<file path="config.mk">
export PLATFORM = sky130hd
export DESIGN_NAME = flash_req_bridge
export DESIGN_NICKNAME = d
export VERILOG_FILES = /design/src/rtl/flash_req_bridge.sv
export SDC_FILE = /design/constraint.sdc
export NUM_CORES = 1
export LEC_CHECK = 0
export BUFFER_PORTS_ARGS = -buffer_cell sky130_fd_sc_hd__buf_2
export CAP_MARGIN = 20
export CORE_MARGIN = 2
export CORE_UTILIZATION = 50
export DETAILED_ROUTE_END_ITERATION = 8
export GPL_ROUTABILITY_DRIVEN = 0
export GPL_TIMING_DRIVEN = 0
export PLACE_DENSITY_LB_ADDON = 0.25
export SLEW_MARGIN = 15
export SYNTH_ARGS = -nofsm -noshare
export SYNTH_HDL_FRONTEND = slang
export SYNTH_SLANG_ARGS = --single-unit
</file>
<file path="constraint.sdc">
create_clock -name clk -period 6.4 [get_ports clk]
set_clock_uncertainty 0.2 [all_clocks]
set_input_delay 0.32 -clock clk [delete_from_list [all_inputs] [get_ports clk]]
set_output_delay 0.32 -clock clk [all_outputs]
set_load 0.05 [all_outputs]
</file>
<file path="src/rtl/flash_req_bridge.sv">
// Bridges a CPU valid/ready request port onto the SPI flash controller's level-held command inputs.
// One command in flight; responses are one-cycle pulses; a watchdog turns a hung command into an error.
module flash_req_bridge #(
   parameter int unsigned     TO_W    = 20,
   parameter logic [TO_W-1:0] TIMEOUT = 20'd100000
) (
   input  logic        clk,
   input  logic        reset,
   input  logic        req_valid,
   input  logic        req_write,
   input  logic [23:0] req_addr,
   input  logic [31:0] req_wdata,
   output logic        req_ready,
   output logic        resp_valid,
   output logic        resp_err,
   output logic [31:0] resp_rdata,
   output logic        flash_en,
   output logic        flash_write,
   output logic [23:0] flash_addr,
   output logic [31:0] flash_data_in,
   input  logic        flash_idle,
   input  logic [31:0] flash_data_out
);

   typedef enum logic [1:0] {IDLE, ISSUE, WAIT, RESP} state_t;

   state_t          state_q;
   logic [TO_W-1:0] cnt_q;
   logic [TO_W-1:0] cnt_d;
   logic            timeout_hit;
   logic            req_ready_q;
   logic            resp_valid_q;
   logic            resp_err_q;
   logic [31:0]     resp_rdata_q;
   logic            flash_en_q;
   logic            flash_write_q;
   logic [23:0]     flash_addr_q;
   logic [31:0]     flash_data_q;

   // cnt_q holds the 1-based age of the command during the current ISSUE/WAIT cycle
   assign timeout_hit = (cnt_q == TIMEOUT);
   assign cnt_d       = timeout_hit ? cnt_q : cnt_q + 1'b1;

   always_ff @(posedge clk) begin
      if (reset) begin
         state_q       <= IDLE;
         cnt_q         <= '0;
         req_ready_q   <= 1'b1;
         resp_valid_q  <= 1'b0;
         resp_err_q    <= 1'b0;
         resp_rdata_q  <= '0;
         flash_en_q    <= 1'b0;
         flash_write_q <= 1'b0;
         flash_addr_q  <= '0;
         flash_data_q  <= '0;
      end else begin
         case (state_q)
            IDLE: begin
               if (req_valid) begin
                  req_ready_q <= 1'b0;
                  if (req_addr[1:0] != 2'b00) begin
                     state_q      <= RESP;
                     resp_valid_q <= 1'b1;
                     resp_err_q   <= 1'b1;
                     resp_rdata_q <= '0;
                  end else begin
                     state_q       <= ISSUE;
                     flash_en_q    <= 1'b1;
                     flash_write_q <= req_write;
                     flash_addr_q  <= req_addr;
                     flash_data_q  <= req_wdata;
                     cnt_q         <= {{(TO_W-1){1'b0}}, 1'b1};
                  end
               end
            end
            ISSUE: begin
               if (timeout_hit) begin
                  flash_en_q   <= 1'b0;
                  state_q      <= RESP;
                  resp_valid_q <= 1'b1;
                  resp_err_q   <= 1'b1;
                  resp_rdata_q <= '0;
               end else begin
                  cnt_q <= cnt_d;
                  if (!flash_idle) begin
                     flash_en_q <= 1'b0;
                     state_q    <= WAIT;
                  end
               end
            end
            WAIT: begin
               // the watchdog is checked first so a late completion still reports the error
               if (timeout_hit) begin
                  state_q      <= RESP;
                  resp_valid_q <= 1'b1;
                  resp_err_q   <= 1'b1;
                  resp_rdata_q <= '0;
               end else if (flash_idle) begin
                  state_q      <= RESP;
                  resp_valid_q <= 1'b1;
                  resp_err_q   <= 1'b0;
                  resp_rdata_q <= flash_write_q ? 32'd0 : flash_data_out;
               end else begin
                  cnt_q <= cnt_d;
               end
            end
            RESP: begin
               state_q      <= IDLE;
               req_ready_q  <= 1'b1;
               resp_valid_q <= 1'b0;
               resp_err_q   <= 1'b0;
               resp_rdata_q <= '0;
               cnt_q        <= '0;
            end
            default: state_q <= IDLE;
         endcase
      end
   end

   assign req_ready     = req_ready_q;
   assign resp_valid    = resp_valid_q;
   assign resp_err      = resp_err_q;
   assign resp_rdata    = resp_rdata_q;
   assign flash_en      = flash_en_q;
   assign flash_write   = flash_write_q;
   assign flash_addr    = flash_addr_q;
   assign flash_data_in = flash_data_q;

endmodule

</file>
# ---- Yosys cells after proc, flatten, opt, wreduce, memory -nomap -nowiden
# Cells that the tools add are included.
dict set report totals {
  ff_bits 115
  output_inout_bits 93
  word_cells 71
  input_bits 93
}
dict set report classes {
  muxes 36
  n_eq_ne 13
  n_bitwise 1
  n_reduce_logical 10
  n_addsub 1
}
# operator n
set op_table {}
lappend op_table {{$mux W32} 6}
lappend op_table {{$pmux W32 S4} 1}
lappend op_table {{$mux W20} 5}
lappend op_table {{$pmux W20 S4} 1}
lappend op_table {{$add A20 B1 Y20 const B} 1}
lappend op_table {{$eq A20 B17 Y1 const B} 1}
lappend op_table {{$ne A2 B2 Y1 const B} 7}
lappend op_table {{$mux W1} 12}
lappend op_table {{$mux W2} 6}
lappend op_table {{$pmux W1 S4} 2}
lappend op_table {{$pmux W2 S4} 1}
lappend op_table {{$reduce_and A4 Y1} 2}
lappend op_table {{$ne A3 B3 Y1 const B} 2}
lappend op_table {{$reduce_and A3 Y1} 2}
lappend op_table {{$reduce_bool A2 Y1} 3}
lappend op_table {{$reduce_and A5 Y1} 1}
lappend op_table {{$eq A2 B2 Y1 const B} 2}
lappend op_table {{$pmux W1 S2} 2}
lappend op_table {{$eq A2 B1 Y1 const B} 1}
lappend op_table {{$logic_not A2 Y1} 1}
lappend op_table {{$reduce_and A2 Y1} 1}
lappend op_table {{$not A1 Y1} 1}

# ---- Logic depth before layout (Yosys ltp)
dict set report depth {
  word_depth 4
  mapped_depth 8
  depth_no_buf 7
}

# ---- Least setup slack after synthesis
# Ideal clock, no wire load.
dict set report synth_timing {
  path_type {register to register}
  from {register state_q[0]}
  to {register cnt_q[10]}
  setup_ns 0.068
  slack_ns 4.033
  n_path_buf 0
  path_stages_with_launch 8
  required_time_ns 6.132
  period_less_slack_ns 2.367
  arrival_time_ns 2.100
  path_cell_list {dfxtp_1 > inv_1 > ha_1 > nor2b_1 > a221oi_1 > o31ai_4 > or4_1 > a21oi_2}
}
dict set report synth_between {
  elab_chain_len 3
  elab_cells_between_ends 11
  cone_classes {eq/ne (8); mux (1); reduce/logical (2)}
}
# item line
set synth_lines {}
lappend synth_lines {{start, declared} 27} ;# state_t state_q;
lappend synth_lines {{start signal, assigned} 46} ;# state_q <= IDLE;
lappend synth_lines {{start signal, assigned} 62} ;# state_q <= RESP;
lappend synth_lines {{start signal, assigned} 67} ;# state_q <= ISSUE;
lappend synth_lines {{$eq A2 B1 Y1, or another cell as far along} 57} ;# case (state_q)
lappend synth_lines {{$ne A2 B2 Y1 (no line)} --}
lappend synth_lines {{$reduce_and A5 Y1 (no line)} --}
lappend synth_lines {{end signal, assigned} 72} ;# cnt_q <= {{(TO_W-1){1'b0}}, 1'b1};
lappend synth_lines {{end signal, assigned} 84} ;# cnt_q <= cnt_d;
lappend synth_lines {{end signal, assigned} 104} ;# cnt_q <= cnt_d;
lappend synth_lines {{end, declared} 28} ;# logic [TO_W-1:0] cnt_q;
# Several ways; a longest one is shown, not always the timed one.
# A chain may end at the register's enable or synchronous reset.

# ---- Worst setup path after layout
dict set report layout_timing {
  from {register cnt_q[6]}
  to {register cnt_q[0]}
}
dict set report layout_between {
  elab_chain_len 3
  elab_cells_between_ends 4
  cone_classes {eq/ne (3); reduce/logical (1)}
}
# item line
set layout_lines {}
lappend layout_lines {{$eq A20 B17 Y1 (*)} 41} ;# assign timeout_hit = (cnt_q == TIMEOUT);
lappend layout_lines {{$ne A2 B2 Y1 (no line)} --}
lappend layout_lines {{$reduce_and A5 Y1 (no line) (*)} --}
# Every way passes the cells marked *; elsewhere a longest branch is shown, timed or not.

==> out/metrics.csv <==
metric,value,unit
CP Class,reg2reg,
clock root cell,clkbuf_8,
Post-synth EDFFs,0,
Die Footprint,0.0105,mm²
die height,102,µm
layout cells sized above 1,27.3,%
clock transition at the registers of the reported paths,0.06,ns
worst-path maximum fanout,10,
pin count of the biggest net entering global routing,17,
row count,35,
Mean Syn Cell Area,8.26,µm²
Ports,186,
reg2reg end,cnt_q[0],
fin. max-slew vios,0,
cells after synthesis,586,
FF-to-FF Start,cnt_q[6],
count of final setup violators,0,
1st-iter DRT viols,421,
worst skew pair latency,0.51,ns
Slew HR,36.5,%
initial antenna violation count,0,
Final Cycle Share,44.0,%
R2R setup slack,3.58,ns
ANT nets after route,0,
CP required,6.56,ns
"IR drop worst, VDD",0.247,mV
setup ws final,3.58,ns
die width,102,µm
Netlist cell types,49,
Syn. warnings,0,
# diodes,0,
total negative slack,0,ns
via count,5542,
number of synthesized register bits,115,
Yosys top cell by area,dfxtp_1,
asr flop ratio synth,0,%
Power per Cell Area,373,mW/mm²
vias in the first global route,5424,
RSZ-0062 raised after global routing,false,
share of the synthesized area in the top cell type,47.5,%
syn_nets,686,
most common cell in the netlist,nand2_1,
critical path endpoint category,flop,
achievable clock frequency,0.355,GHz
most frequent cells after synthesis,"200 x nand2_1, 115 x dfxtp_1, 70 x a21oi_1, 33 x mux2i_1, 27 x clkbuf_1",
Num CTS Buffers,17,
Synth area leaders,"dfxtp_1 48%, nand2_1 16%, a21oi_1 7.2%",
actual slew at the worst max-slew pin,0.943,ns
CTS Buffer Depth,2,
worst path arrival time,2.98,ns
post-CTS setup buffer count,0,
I/O Buffers,185,
Reg2Reg Depth,7,
"Top FF cell, synth",dfxtp_1,
Final nets,978,
Pwr Total,2780,µW
Area Overhead vs Synth,53.8,%
Tmin final,2.82,ns
DR pass1 iterations,8,
Core Footprint,0.00933,mm²
final wirelength,16400,µm
CTS tree,built,
startpoint class of the critical path,flop,
global-route wire length before repair,25600,µm
Initial Util,51.9,%
FILL cells,530,
DRC,0,
Min-Delay Path Class,in2reg,
sequential area share after synthesis,47.5,%
DPL Wire Length,9670,µm
CTS H-tree lvls,4,
hold path depth,3,
clock sink total,115,
Mapped Area,0.00484,mm²
Hold Path Origin,reset,
status,completed,
hold endpoint,state_q[1],
leakage,0.00324,µW
WL per Instance,16.1,µm
Final Hold Fails,0,
Max Cap Viol,0,
gr ovfl total,0,
vias per cell,5.43,
overall routing resource usage,31.2,%
"worst slack, placed",3.63,ns
==> worst max path at each step <==
stage / from / end / cells after the start
after detailed placement: cnt_q[6] / cnt_q[3] / 6
final: cnt_q[6] / cnt_q[0] / 7
after global routing: cnt_q[6] / cnt_q[0] / 7
after global placement: cnt_q[7] / cnt_q[0] / 7
after CTS: cnt_q[6] / cnt_q[0] / 7
after floorplan: state_q[0] / cnt_q[10] / 7
==> flip-flops by register name, indices dropped and copies added, names as in the netlist <==
register and count:
flash_addr 24, flash_write 1, resp_rdata 32, state_q 2
cnt_q 20, resp_err 1, req_ready 1, flash_en 1
flash_data_in 32, resp_valid 1
==> layout make-up <==
class                           count  area, µm²  share of cell area, %
Multi-Input combinational cell    428       2330                   31.3
Sequential cell                   115       2300                   30.9
Timing Repair Buffer              273       1810                   24.3
Clock buffer                       19        442                   5.93
Clock inverter                     13        194                   2.60
Buffer                             37        189                   2.54
Tap cell                          129        161                   2.17
Inverter                            6       22.5                  0.302
==> placed cells by master (no fill, tap or decap), drive strengths merged, types with 8 or more instances in the layout <==
cell and n:
mux2i 33, nand2 201, a21oi 73, dfxtp 115
clkbuf 46, dlygate4sd3 88, nor2 17, buf 195
o211ai 9, inv 10, nand3 8, o31ai 9
==> cells by family (layout without fill, tap and decap cells) <==
| logic type | count (synthesis) | count (layout) | share of synthesized area, % |
|---|---|---|---|
| compound gates | 121 | 121 | 16.1 |
| fa+ha+maj | 7 | 7 | 1.81 |
| buf+inv | 43 | 348 | 4.37 |
| flops | 115 | 115 | 47.5 |
| mux | 33 | 33 | 6.82 |
| simple gates | 267 | 267 | 23.4 |
==> power breakdown <==
group          switching [µW]  internal [µW]
Sequential               43.2            779
Combinational             612            327
Clock                     355            660
==> per-stage QoR <==
| stage | hold slack [ns] | util (%) | cells | cell area (µm²) |
|---|---|---|---|---|
| after floorplan | 0.242 | - | 586 | 4840 |
| after global placement | 0.239 | 63.6 | 900 | 5930 |
| after detailed placement | 0.245 | 63.6 | 900 | 5930 |
| after CTS | 0.00234 | 79.8 | 1020 | 7450 |
| after global routing | 0.0314 | 79.8 | 1020 | 7450 |
| final | 0.0275 | 79.8 | 1020 | 7450 |
==> worst max-delay path, cell delays in order (launching register included) <==
cell and delay (ns):
dfxtp_1 0.29, clkbuf_1 0.18, nor4b_1 0.51, nand4_1 0.46, o31ai_4 0.58, buf_6 0.23, nand3b_1 0.14, a31oi_1 0.09
==> routing by layer <==
layer  vias up  wire, µm  GRT usage (%)
li1       2593         -              -
met1      2571      6310           35.6
met2       338      8130           53.8
met3        40      1580           9.58
met4         0       416           13.6
met5         -         0              0
==> timing repair <==
action,4_1_cts,5_1_grt
gates resized for setup,0,0
hold endpoints to repair,88,0
hold buffers,88,0
Note: power is estimated with default switching activity, not from simulation.
